$ cat src/rtl/sys_bridge.sv
// CPU-to-peripheral bridge: word decode, one-hot write strobes, masked interrupt pending.
// Optional unmapped-access error flag: define SYS_BRIDGE_ERR_EN.
module sys_bridge #(
  parameter int          NUM_DEV   = 2,
  parameter logic [31:0] BASE_ADDR = 32'h0000_7F00,
  parameter logic [7:0]  CTRL_OFF  = 8'hF0
) (
  input  logic                    clk,
  input  logic                    reset,
  input  logic                    cpu_req,
  input  logic                    cpu_we,
  input  logic [31:0]             cpu_addr,
  input  logic [31:0]             cpu_wdata,
  output logic                    cpu_ready,
  output logic [31:0]             cpu_rdata,
  output logic                    cpu_err,
  output logic                    cpu_int,
  output logic [1:0]              dev_add,
  output logic [31:0]             dev_data_in,
  output logic [NUM_DEV-1:0]      dev_write_en,
  input  logic [32*NUM_DEV-1:0]   dev_data_out,
  input  logic [NUM_DEV-1:0]      dev_int
);

  typedef enum logic [1:0] {
    IDLE,
    ACCESS,
    RESP
  } state_t;

  state_t state, state_nx;

  logic               lat_we;
  logic [31:2]        lat_addr;
  logic [31:0]        lat_wdata;
  logic [31:0]        rdata_q;
  logic [NUM_DEV-1:0] pending;
  logic [NUM_DEV-1:0] mask;
  logic [NUM_DEV-1:0] int_hist;
  logic [NUM_DEV-1:0] rise;
  logic [NUM_DEV-1:0] pend_clr;

  logic [3:0]  idx;
  logic [8:0]  off9;
  logic        win_hit;
  logic        ctrl_hit;
  logic        ctrl_word;
  logic        dev_hit;
  logic        in_acc;
  logic [31:0] dev_rd;
  logic [31:0] acc_rd;
  logic        unused_addr;

  assign unused_addr = ^cpu_addr[1:0];

  assign idx     = lat_addr[7:4];
  assign off9    = {1'b0, lat_addr[7:2], 2'b00};
  assign win_hit = lat_addr[31:8] == BASE_ADDR[31:8];

  assign ctrl_hit = win_hit
                 && off9 >= {1'b0, CTRL_OFF}
                 && off9 <  {1'b0, CTRL_OFF} + 9'd8;
  // word 0 = pending, word 1 = mask
  assign ctrl_word = lat_addr[2] ^ CTRL_OFF[2];

  assign dev_hit = win_hit && !ctrl_hit
                && ({28'd0, idx} < 32'(NUM_DEV));

  assign in_acc = state == ACCESS;

  assign dev_add     = lat_addr[3:2];
  assign dev_data_in = lat_wdata;

  assign cpu_ready = state == RESP;
  assign cpu_rdata = cpu_ready ? rdata_q : '0;
  assign cpu_int   = |(pending & mask);

  assign rise     = dev_int & ~int_hist;
  assign pend_clr = (in_acc && lat_we && ctrl_hit && !ctrl_word)
                  ? lat_wdata[NUM_DEV-1:0] : '0;

  always_comb begin
    dev_rd       = '0;
    dev_write_en = '0;
    for (int i = 0; i < NUM_DEV; i++) begin
      if (idx == 4'(i)) begin
        dev_rd = dev_data_out[32*i +: 32];
        if (in_acc && lat_we && dev_hit)
          dev_write_en[i] = 1'b1;
      end
    end
  end

  always_comb begin
    acc_rd = '0;
    unique case (1'b1)
      dev_hit:  acc_rd = dev_rd;
      ctrl_hit: acc_rd = ctrl_word
                       ? {{(32-NUM_DEV){1'b0}}, mask}
                       : {{(32-NUM_DEV){1'b0}}, pending};
      default:  acc_rd = '0;
    endcase
  end

  always_comb begin
    state_nx = state;
    unique case (state)
      IDLE:    if (cpu_req) state_nx = ACCESS;
      ACCESS:  state_nx = RESP;
      RESP:    state_nx = IDLE;
      default: state_nx = IDLE;
    endcase
  end

  always_ff @(posedge clk or posedge reset) begin
    if (reset) begin
      state     <= IDLE;
      lat_we    <= 1'b0;
      lat_addr  <= '0;
      lat_wdata <= '0;
      rdata_q   <= '0;
      pending   <= '0;
      mask      <= '0;
      int_hist  <= '0;
    end else begin
      state    <= state_nx;
      int_hist <= dev_int;
      // a new edge wins over a same-cycle W1C
      pending  <= (pending & ~pend_clr) | rise;
      if (state == IDLE && cpu_req) begin
        lat_we    <= cpu_we;
        lat_addr  <= cpu_addr[31:2];
        lat_wdata <= cpu_wdata;
      end
      if (in_acc) begin
        rdata_q <= lat_we ? '0 : acc_rd;
        if (lat_we && ctrl_hit && ctrl_word)
          mask <= lat_wdata[NUM_DEV-1:0];
      end
    end
  end

`ifdef SYS_BRIDGE_ERR_EN
  logic err_q;

  always_ff @(posedge clk or posedge reset) begin
    if (reset)
      err_q <= 1'b0;
    else if (in_acc)
      err_q <= !(dev_hit || ctrl_hit);
  end

  assign cpu_err = cpu_ready & err_q;
`else
  assign cpu_err = 1'b0;
`endif

endmodule
$ cat config.mk
export PLATFORM = sky130hd
export DESIGN_NAME = sys_bridge
export DESIGN_NICKNAME = d
export VERILOG_FILES = /design/src/rtl/sys_bridge.sv
export SDC_FILE = /design/constraint.sdc
export NUM_CORES = 1
export LEC_CHECK = 0
export ABC_AREA = 1
export CAP_MARGIN = 0
export CORE_MARGIN = 2
export CORE_UTILIZATION = 47
export CTS_CLUSTER_SIZE = 20
export DETAILED_ROUTE_END_ITERATION = 6
export PLACE_DENSITY = 0.86
export SLEW_MARGIN = 20
export SYNTH_ARGS = -nofsm -noshare
export SYNTH_HDL_FRONTEND = slang
export SYNTH_SLANG_ARGS = --single-unit
$ cat constraint.sdc
create_clock -name clk -period 6.4 [get_ports clk]
set_input_delay 1.92 -clock clk [delete_from_list [all_inputs] [get_ports clk]]
set_output_delay 1.92 -clock clk [all_outputs]
set_load 0.01 [all_outputs]
* Word-level counts from Yosys, hierarchy flattened
Index checks and enable logic that the tools add are counted.
** Word-level totals
- Register bits after elaboration :: 103
** Operators by class
- $lt $le $gt $ge :: 3
- Equal/unequal tests :: 5
- Muxes and demuxes :: 12
- Bitwise operators :: 6
- Reductions and logical operators :: 17
** Operators with widths (count)
- 32-bit two-way mux :: 4
- 32-bit one-hot mux with 2 select lines :: 1
- 24-bit by 7-bit equality test with 1-bit output (second input constant) :: 1
- 1-bit logical AND :: 11
- 8-bit >= comparator (second input constant) :: 1
- 8-bit less-than comparator (second input constant) :: 1
- 2-bit bitwise AND :: 3
- 2-bit two-way mux :: 3
- 4-bit by 1-bit equality test with 1-bit output (second input constant) :: 1
- 4-bit logical NOT :: 1
- 4-bit by 2-bit less-than comparator with 1-bit output (second input constant) :: 1
- 2-bit inverter :: 2
- 2-bit one-hot mux with 2 select lines :: 1
- 1-bit two-way mux :: 3
- 2-bit by 1-bit equality test with 1-bit output (second input constant) :: 1
- 2-bit equality test (second input constant) :: 1
- 1-bit logical NOT :: 2
- 2-bit logical NOT :: 1
- 2-bit inequality test (second input constant) :: 1
- 2-bit OR :: 1
- 2-bit AND reduction :: 1
- 2-bit OR reduction :: 1

* Longest topological paths before layout
Gate-level depths: netlist (run 1).
- Depth after elaboration :: 9
- Mapped depth :: 10
- Gate-level depth less buffers :: 10

* Worst setup path before layout (run 1)
No wires, ideal clock.
- Kind :: reg2out
- Start :: reg lat_addr[22] in the netlist's numbering
- End :: out dev_write_en[0]
- Arrival :: 1.160 ns
- Required time :: 4.480 ns
- Setup slack :: 3.320 ns
- Cell stages (with the launch flop) :: 8
- Buffers on the path :: 0
- Cells stage by stage :: dfrtp_1 -> nor2_1 -> nand2_1 -> nor2_1 -> nand3_2 -> inv_2 -> nand2_4 -> nor3_1
** Between the ends
- Longest elaborated chain between the ends :: 9
** Ends and longest elaborated chain
- start, declared :: line 34 : logic [31:2] lat_addr;
- start signal, assigned :: line 132 : lat_addr <= cpu_addr[31:2];
- 24-bit by 7-bit equality test with 1-bit output (*) :: line 58 : assign win_hit = lat_addr[31:8] == BASE_ADDR[31:8];
- 1-bit logical AND :: line 61 : && off9 >= {1'b0, CTRL_OFF}
- 1-bit logical AND :: line 62 : && off9 < {1'b0, CTRL_OFF} + 9'd8;
- 1-bit logical NOT :: line 66 : assign dev_hit = win_hit && !ctrl_hit
- 1-bit logical AND (*) :: line 66
- 1-bit logical AND (*) :: line 67 : && ({28'd0, idx} < 32'(NUM_DEV));
- 1-bit logical AND (*) :: line 88 : if (in_acc && lat_we && dev_hit)
- 1-bit two-way mux (*) :: line 88
- 1-bit two-way mux (*) :: line 86 : if (idx == 4'(i)) begin
- end, declared :: line 20 : output logic [NUM_DEV-1:0] dev_write_en,
Every way passes the cells marked *; elsewhere a longest branch is shown, timed or not.

* Final worst setup path (run 1)
- Start :: reg lat_addr[7] in the netlist's numbering
- End :: out dev_write_en[0]
** Between the ends
- Longest elaborated chain between the ends :: 9
- Elaborated cells on any way between the ends :: 12
- Those cells by class :: order compare: 3; mux: 2; reduce/logical: 7
** Ends and longest elaborated chain (line)
- 8-bit >= comparator :: 61
- 1-bit logical AND :: 61
- 1-bit logical AND :: 62
- 1-bit logical NOT :: 66
- 1-bit logical AND :: 66
- 1-bit logical AND :: 67
- 1-bit logical AND :: 88
- 1-bit two-way mux :: 88
- 1-bit two-way mux (*) :: 86
Marked as above.

==> results of run 1 <==
-- sequential cells by signal (all words and copies together), names as in the netlist --
name / count
lat_addr: 30
dev_data_in: 32
pending: 2
rdata_q: 32
state: 2
lat_we: 1
mask: 2
int_hist: 2
-- synthesized netlist by cell type, types with 3 or more instances --
| cell type | n |
|---|---|
| nand2_1 | 303 |
| dfrtp_1 | 103 |
| inv_1 | 46 |
| nor2_1 | 45 |
| nand3_1 | 34 |
| o22ai_2 | 30 |
| buf_2 | 14 |
| buf_4 | 10 |
| clkbuf_1 | 10 |
| o21ai_0 | 8 |
| inv_2 | 7 |
| buf_6 | 4 |
| nand3_2 | 4 |
| nor2_4 | 3 |
-- per-stage QoR --
| step | total power [mW] | utilization, % | cells | hold slack, ns | cell area, sq um |
|---|---|---|---|---|---|
| 2_1_floorplan | 1.100 | - | 632 | 0.4487 | 5042 |
| 3_3_place_gp | 1.325 | 67.81 | 935 | 0.4618 | 7032 |
| 3_5_place_dp | 1.348 | 67.86 | 935 | 0.4650 | 7037 |
| 4_1_cts | 1.713 | 69.46 | 951 | 0.4910 | 7203 |
| 5_1_grt | 1.807 | 69.50 | 951 | 0.5095 | 7207 |
| 6_report | 1.694 | 69.50 | 951 | 0.4903 | 7207 |
-- cells by family (layout without fill, tap and decap cells) --
logic type             Yosys count  in the layout  share of synthesized area, %
buffers and inverters           91            274                         8.462
flip-flops                     103            103                         51.12
AO/OA/AOI/OAI                   41             41                         8.610
other                            1              1                       0.07437
AND/OR/NAND/NOR                396            396                         31.74
-- how the worst max path moves through the flow --
stage | from | to | cells after the start
after floorplan | reset | dev_data_in[0] | 1
final | lat_addr[7] | dev_write_en[0] | 6
after global placement | lat_addr[7] | dev_write_en[1] | 6
after CTS | lat_addr[7] | dev_write_en[0] | 6
after global routing | lat_addr[7] | dev_write_en[0] | 6
after detailed placement | lat_addr[7] | dev_write_en[0] | 6
-- area by class of cell --
| class | count | area [sq um] | share of cell area [%] |
|---|---|---|---|
| flip-flops and latches | 103 | 2577 | 35.76 |
| clock inverters | 5 | 35.03 | 0.4861 |
| repair buffers | 205 | 2042 | 28.33 |
| multi-input cells | 438 | 2048 | 28.42 |
| clock buffers | 11 | 131.4 | 1.823 |
| well taps | 136 | 170.2 | 2.361 |
| inverters | 53 | 202.7 | 2.812 |
-- worst max-delay path: stages, from the launching register on --
cell,delay (ns)
dfrtp_1,0.41
inv_1,0.09
nand3_2,0.12
inv_2,0.48
nand2_4,0.43
nor3_1,0.27
clkdlybuf4s50_1,0.60
-- power breakdown --
part           switching [mW]  internal (mW)  leakage [nW]
Sequential             0.0654          0.747          1.32
Combinational           0.283          0.240          1.90
Clock                   0.218          0.142        0.0833
Total                   0.566           1.13          3.30
-- layer usage --
layer | vias to the layer above | GRT usage (%)
met5 | - | 0
met4 | 0 | 9.066
met3 | 18 | 7.446
met2 | 182 | 41.60
met1 | 2146 | 27.54
li1 | 2284 | -
==> reports/qor.csv, run 1 <==
stage;metric;value;unit
power;reported_leakage_power;3.301;nW
cts;clock_tree.htree_level_count;3;
placement;port-buffer-count;201;
global_route;maximum_number_of_pins_on_one_net_before_global_route_repair;73;
routing;wire_per_inst;14.14;microns
power;vdd.ir_drop.worst;0.0001663;V
global_route;first_pass_grt_wire_length;21930;microns
critical_path;cp.arrival;2.78;ns
critical_path;crit_path_launch_type;register;
timing;slew_headroom;40.15;%
die;ioPinCount;205;
die;core.rowCount;37;
critical_path;critical_register_to_register_path_endpoint;dev_data_in[26];
critical_path;timing.reg2reg.setup_slack;3.93;ns
finish;mostFrequentLayoutCell;nand2_1;
die;die-height;107.6;microns
die;fp.dieArea;0.01157;sq mm
routing;drt_drc_violations_left;0;
power;power_per_cell_area;235.1;mW/mm^2
min_path;timing.hold.worst_endpoint;lat_addr[21];
timing;fmax;212.6;MHz
min_path;timing.hold.worst.start;lat_addr[21];
logic_synthesis;synthDistinctLibCells;22;
placement;gp_congestion;0.7789;
routing;vias_per_cell;4.869;
logic_synthesis;synth_top_cell_area_share;51.12;%
cts;cts_hold_repair.buffers;0;
logic_synthesis;post_synth_main_area_contributors;dfrtp_1 (51%), nand2_1 (23%), o22ai_2 (7.4%);
routing;drt_iter0_markers;299;
routing;detail_route_antenna_nets;0;
routing;top_layer_used;met4;
critical_path;r2r_cells;6;
min_path;hold_class;reg -> reg;
cts;cts_inserted_buffers;9;
timing;fin_worst_skew;0.01401;ns
die;fp.dieW;107.6;microns
die;core_region_area;0.01037;sq mm
global_route;grt-ovfl-total;0;
routing;met3RoutedLength;1261;microns
timing;final-max-slew-violation-count;0;
routing;vias;4630;
finish;layout_common_cells;nand2_1 (301), clkdlybuf4s50_1 (201), dfrtp_1 (103);
global_route;antenna_found_initial;0;
cts;cts.sinks;103;
logic_synthesis;netlist.top_cell.by_area;dfrtp_1;
routing;m1WireLength;5533;microns
placement;post-dp-hpwl;9531;microns
placement;pre_cts_ws;2.056;ns
timing;setup-tns-final;0;ns
cts;cts.repair.resized;0;
logic_synthesis;ys_ff_latch;103;
cts;cts.root.buffer_cell;clkbuf_8;
global_route;first_global_vias;4789;
critical_path;endpoint_kind;primary output;
die;initial_utilization;48.62;%
timing;finalHoldViolations;0;
logic_synthesis;asyncSetResetFlopFracSynth;100.0;%
cts;tritoncts;built;
logic_synthesis;per_instance_average_area_after_synthesis;7.978;sq um
logic_synthesis;synth.yosys.warnings;0;
timing;timing_worst_slew_pin_value;0.8978;ns
job;drv.max_cap_violation_count;0;
routing;routed_wl_met2;6409;microns
logic_synthesis;mappedNetlistArea;0.005042;sq mm
finish;drive_above_1_share;8.344;%
critical_path;critical_path_class;reg -> out;
finish;nFillCells;802;
logic_synthesis;seq_area_frac_synth;51.12;%
critical_path;cp_max_fo;35;
global_route;groute.usage.overall;23.92;%
cts;clock_input_transition_at_the_sequential_cells_of_the_worst_setup_and_hold_paths;0.09;ns
logic_synthesis;postSynthCellCount;632;
finish;nNetsFinal;944;
status;status;finished clean;
logic_synthesis;syn_nets;766;
timing;final_period_minus_worst_setup_slack;4.704;ns
logic_synthesis;synth_enable_flop_cells;0;
cts;post_cts_buffers;0;
routing;wl;13450;microns
critical_path;worstReg2RegStart;state[1];
cts;worstSkewPairLatency;0.36;ns
finish;syn_to_final_growth;42.93;%
finish;antennaDiodeCount;0;
timing;finalSetupViolCount;0;
timing;grt_setup_unrepaired;no;
critical_path;data_required_time_at_the_worst_endpoint;4.48;ns
timing;fin_crit_sh;73.51;%
routing;drt_pass1_iterations;7;
timing;post-route-worst-setup-slack;1.696;ns
cts;cts_buffer_depth;2;
logic_synthesis;synthFlopType;dfrtp_1;
min_path;hold_path_depth;2;
Note: power is estimated with default switching activity, not from simulation.
==> run 2, diff against run 1 <==
--- a/config.mk
+++ b/config.mk
@@ -8,10 +8,10 @@
 export ABC_AREA = 1
 export CAP_MARGIN = 0
 export CORE_MARGIN = 2
-export CORE_UTILIZATION = 47
+export CORE_UTILIZATION = 39
 export CTS_CLUSTER_SIZE = 20
 export DETAILED_ROUTE_END_ITERATION = 6
-export PLACE_DENSITY = 0.86
+export PLACE_DENSITY = 0.76
 export SLEW_MARGIN = 20
 export SYNTH_ARGS = -nofsm -noshare
 export SYNTH_HDL_FRONTEND = slang
==> constraint.sdc (replaced) <==
create_clock -name clk -period 4.19 [get_ports clk]
set_input_delay 1.257 -clock clk [delete_from_list [all_inputs] [get_ports clk]]
set_output_delay 1.257 -clock clk [all_outputs]
set_load 0.01 [all_outputs]
==> run 2 against run 1 <==
Effect of this change: non-clock buffer count is 4 higher; clock power is 130% higher; routed wire length is 0.25% higher; register-to-register slack worse by 1.8 ns; largest cell class unchanged; largest power group unchanged.
==> reports/qor.csv, run 2 (synthesized netlist as in run 1, its figures left out) <==
stage;metric;value;unit
status;status;finished clean;
critical_path;data_required_time_at_the_worst_endpoint;2.93;ns
routing;detail_route_antenna_nets;0;
cts;clock_input_transition_at_the_sequential_cells_of_the_worst_setup_and_hold_paths;0.07;ns
global_route;first_global_vias;4534;
timing;fin_crit_sh;88.65;%
routing;wire_per_inst;13.62;microns
critical_path;cp.arrival;2.46;ns
cts;cts.sinks;103;
timing;final-max-slew-violation-count;0;
finish;antennaDiodeCount;0;
timing;whs;0.4802;ns
finish;nNetsFinal;948;
critical_path;critical_path_class;reg -> out;
timing;final_period_minus_worst_setup_slack;3.714;ns
timing;timing_worst_slew_pin_value;0.9812;ns
critical_path;crit_path_launch_type;register;
die;core_region_area;0.01262;sq mm
finish;drive_above_1_share;8.680;%
timing;fmax;269.2;MHz
routing;drt_iter0_markers;231;
routing;drt_pass1_iterations;4;
cts;cts_buffer_depth;2;
finish;nFillCells;1193;
finish;layout_common_cells;nand2_1 (302), clkdlybuf4s50_1 (201), dfrtp_1 (103);
die;die-height;117.7;microns
min_path;timing.hold.worst.start;dev_data_in[10];
routing;wl;13480;microns
power;vdd.ir_drop.worst;0.0002306;V
cts;tritoncts;built;
cts;post_cts_buffers;0;
die;ioPinCount;205;
critical_path;r2r_cells;8;
finish;mostFrequentLayoutCell;nand2_1;
cts;cts_hold_repair.buffers;0;
critical_path;timing.reg2reg.setup_slack;2.09;ns
finish;syn_to_final_growth;47.05;%
timing;finalHoldViolations;0;
global_route;antenna_found_initial;0;
die;fp.dieW;117.7;microns
critical_path;cp_max_fo;32;
cts;cts.root.buffer_cell;clkbuf_16;
critical_path;critical_register_to_register_path_endpoint;rdata_q[0];
min_path;hold_class;reg -> reg;
global_route;grt-ovfl-total;0;
power;reported_leakage_power;3.384;nW
cts;cts.repair.resized;0;
min_path;timing.hold.worst_endpoint;dev_data_in[10];
timing;setup-tns-final;0;ns
placement;port-buffer-count;201;
timing;slew_headroom;34.43;%
critical_path;worstReg2RegStart;lat_addr[4];
die;fp.dieArea;0.01385;sq mm
cts;clock_tree.htree_level_count;3;
die;core.rowCount;41;
global_route;groute.usage.overall;19.73;%
job;drv.max_cap_violation_count;0;
power;power_per_cell_area;388.7;mW/mm^2
timing;grt_setup_unrepaired;no;
cts;cts_inserted_buffers;9;
cts;worstSkewPairLatency;0.34;ns
timing;fin_worst_skew;0.009182;ns
routing;vias;4529;
global_route;maximum_number_of_pins_on_one_net_before_global_route_repair;75;
placement;gp_congestion;0.7596;
placement;post-dp-hpwl;9558;microns
routing;drt_drc_violations_left;0;
min_path;hold_path_depth;2;
timing;finalSetupViolCount;0;
critical_path;endpoint_kind;primary output;
die;initial_utilization;39.96;%
routing;vias_per_cell;4.575;
global_route;first_pass_grt_wire_length;22250;microns
==> run 2: stage by stage <==
step / worst slack, ns / area [sq um] / util, % / std cells / power, mW
2_1_floorplan: 0.2292 / 5042 / - / 632 / 1.681
3_3_place_gp: 0.8436 / 7119 / 56.41 / 975 / 2.056
3_5_place_dp: 0.8157 / 7119 / 56.41 / 975 / 2.071
4_1_cts: 0.4400 / 7415 / 58.75 / 990 / 2.924
5_1_grt: 0.2803 / 7415 / 58.75 / 990 / 3.060
6_report: 0.4757 / 7415 / 58.75 / 990 / 2.882
==> run 2: report_power, final <==
group | total [mW] | switching (mW) | internal [mW]
Clock | 0.837 | 0.368 | 0.469
Sequential | 1.24 | 0.0964 | 1.14
Combinational | 0.806 | 0.434 | 0.372
==> run 2: routing by layer <==
layer / wire length (microns) / GRT usage (%)
met1: 5900 / 24.80
met2: 6252 / 32.70
met3: 1200 / 6.492
met4: 125 / 5.196
met5: 0 / 0
==> run 2: how the worst max path moves through the flow <==
| stage | startpoint | endpoint | slack, ns |
|---|---|---|---|
| 4_1_cts | lat_addr[28] | dev_write_en[0] | 0.44 |
| 2_1_floorplan | reset | dev_data_in[0] | 0.23 |
| 3_3_place_gp | lat_addr[28] | dev_write_en[0] | 0.84 |
| 3_5_place_dp | lat_addr[28] | dev_write_en[0] | 0.82 |
| 5_1_grt | lat_addr[24] | dev_write_en[0] | 0.28 |
| 6_report | lat_addr[30] | dev_write_en[0] | 0.48 |
==> run 2: critical path, stage by stage, from the launching register on <==
cell	delay, ns
dfrtp_1	0.39
nor2_1	0.11
nand2_1	0.06
nor2_1	0.16
nand3_2	0.15
inv_2	0.12
nand2_4	0.29
nor3_1	0.24
clkdlybuf4s50_1	0.60
==> run 2: layout make-up <==
class | count | area (sq um) | share of cell area (%)
clock buffer | 10 | 229.0 | 3.088
timing repair buffer | 209 | 2085 | 28.11
tap | 172 | 215.2 | 2.902
multi-input combinational | 438 | 2041 | 27.52
inverter | 53 | 201.4 | 2.717
sequential | 103 | 2577 | 34.76
clock inverter | 5 | 66.31 | 0.8944
==> run 3, diff against run 2 <==
--- a/config.mk
+++ b/config.mk
@@ -7,11 +7,11 @@
 export LEC_CHECK = 0
 export ABC_AREA = 1
 export CAP_MARGIN = 0
-export CORE_MARGIN = 2
-export CORE_UTILIZATION = 39
+export CORE_MARGIN = 5
+export CORE_UTILIZATION = 44
 export CTS_CLUSTER_SIZE = 20
 export DETAILED_ROUTE_END_ITERATION = 6
-export PLACE_DENSITY = 0.76
+export PLACE_DENSITY = 0.82
 export SLEW_MARGIN = 20
 export SYNTH_ARGS = -nofsm -noshare
 export SYNTH_HDL_FRONTEND = slang
==> constraint.sdc (replaced) <==
create_clock -name clk -period 4 [get_ports clk]
set_input_delay 1.2 -clock clk [delete_from_list [all_inputs] [get_ports clk]]
set_output_delay 1.2 -clock clk [all_outputs]
set_load 0.01 [all_outputs]
==> run 3 against run 2 <==
Effect of this change: sequential share of layout area increased by 0.065 points; first-iteration DRC count decreased by 14%; sequential cell count stayed put; hold slack improved by 0.0029 ns; clock skew shrank 0.0047 ns; power rose by 5.3%; combinational power up 4.3%; worst setup slack got worse by 0.14 ns; clock-buffer cell count did not move; largest cell class unchanged.
==> reports/qor.csv, run 3 (synthesized netlist as in run 1, its figures left out) <==
stage;metric;value;unit
die;initial_utilization;44.54;%
global_route;first_pass_grt_wire_length;21930;microns
finish;syn_to_final_growth;46.77;%
status;status;finished clean;
timing;finalHoldViolations;0;
routing;wire_per_inst;14.54;microns
cts;clock_tree.htree_level_count;3;
cts;cts_buffer_depth;2;
timing;fin_worst_skew;0.004528;ns
job;drv.max_cap_violation_count;0;
global_route;first_global_vias;4762;
power;power_per_cell_area;410.0;mW/mm^2
routing;drt_pass1_iterations;5;
cts;post_cts_buffers;0;
timing;finalSetupViolCount;0;
cts;cts_hold_repair.buffers;0;
critical_path;crit_path_launch_type;register;
finish;layout_common_cells;nand2_1 (302), clkdlybuf4s50_1 (201), dfrtp_1 (103);
min_path;timing.hold.worst.start;dev_data_in[29];
cts;cts.root.buffer_cell;clkbuf_16;
timing;slew_headroom;49.37;%
die;die-height;117.1;microns
placement;placed_area;0.007093;sq mm
timing;setup-tns-final;0;ns
cts;cts.sinks;103;
timing;final_period_minus_worst_setup_slack;3.667;ns
min_path;hold_class;reg -> reg;
critical_path;cp_max_fo;32;
finish;nNetsFinal;951;
critical_path;critical_path_class;reg -> out;
die;ioPinCount;205;
global_route;antenna_found_initial;0;
placement;pre_cts_ws;0.6460;ns
cts;cts.repair.resized;0;
finish;drive_above_1_share;9.246;%
finish;utilization;65.37;%
critical_path;startpoint;lat_addr[20];
routing;drt_iter0_markers;198;
die;fp.dieW;117.1;microns
timing;grt_setup_unrepaired;no;
global_route;grt-ovfl-total;0;
placement;port-buffer-count;201;
critical_path;data_required_time_at_the_worst_endpoint;2.80;ns
routing;vias;4605;
finish;mostFrequentLayoutCell;nand2_1;
finish;postLayoutCellArea;0.007401;sq mm
timing;post-route-worst-setup-slack;0.3332;ns
cts;tritoncts;built;
placement;post-dp-hpwl;10510;microns
finish;antennaDiodeCount;0;
cts;clock_input_transition_at_the_sequential_cells_of_the_worst_setup_and_hold_paths;0.07;ns
critical_path;worstReg2RegStart;state[1];
routing;drt_drc_violations_left;0;
routing;detail_route_antenna_nets;0;
routing;wl;14030;microns
die;fp.dieArea;0.01370;sq mm
timing;timing_worst_slew_pin_value;0.7576;ns
timing;fmax;272.7;MHz
power;vdd.ir_drop.worst;0.0002672;V
cts;cts_inserted_buffers;9;
routing;vias_per_cell;4.772;
critical_path;cp.arrival;2.47;ns
placement;gp_congestion;0.8032;
global_route;groute.usage.overall;20.40;%
cts;worstSkewPairLatency;0.33;ns
global_route;maximum_number_of_pins_on_one_net_before_global_route_repair;56;
power;reported_leakage_power;3.390;nW
power;power;3.034;mW
die;core.rowCount;39;
timing;final-max-slew-violation-count;0;
die;core_region_area;0.01132;sq mm
timing;fin_crit_sh;91.67;%
critical_path;endpoint_kind;primary output;
run 3: area by class of cell:
class | instances | area (sq um)
well taps | 143 | 178.9
flip-flops and latches | 103 | 2577
multi-input cells | 438 | 2041
clock inverters | 6 | 68.82
fillers | 930 | 3920
inverters | 53 | 201.4
repair buffers | 212 | 2095
clock buffers | 10 | 239.0
run 3: critical path: stages, from the launching register on:
cell and delay [ns]:
dfrtp_1 0.39, nor2_1 0.12, nand2_1 0.06, nor2_1 0.14, nand3_2 0.14, inv_2 0.12
nand2_4 0.28, nor3_1 0.24, clkdlybuf4s50_1 0.63
run 3: final timing paths:
| check | to | slack, ns | cells past startpoint |
|---|---|---|---|
| max in group asynchronous | lat_addr[5] | 1.95 | 3 |
| setup reg to reg | rdata_q[21] | 1.86 | 7 |
| setup / recovery | dev_write_en[0] | 0.33 | 8 |
| hold / removal | dev_data_in[29] | 0.48 | 2 |
| hold reg to reg | dev_data_in[29] | 0.48 | 2 |
| min in group asynchronous | rdata_q[25] | 1.30 | 2 |
run 3: layer usage:
| metal | wire length [microns] | vias up | global-route usage (%) | share of wire, % |
|---|---|---|---|---|
| met5 | 0 | - | 0 | 0 |
| met4 | 240 | 0 | 6.728 | 1.7 |
| met3 | 1593 | 14 | 7.404 | 11 |
| met2 | 6559 | 177 | 34.85 | 47 |
| met1 | 5636 | 2107 | 23.89 | 40 |
| li1 | - | 2307 | - | - |
run 3: power breakdown:
part	switching [mW]	internal (mW)	leakage (nW)	total [mW]
Sequential	0.103	1.20	1.32	1.30
Combinational	0.450	0.391	1.93	0.841
Clock	0.389	0.505	0.137	0.894
run 3: metrics by stage:
stage,std cells,hold WS (ns)
3_3_place_gp,949,0.4613
2_1_floorplan,632,0.4487
5_1_grt,965,0.5057
6_report,965,0.4831
4_1_cts,965,0.4833
3_5_place_dp,949,0.4655
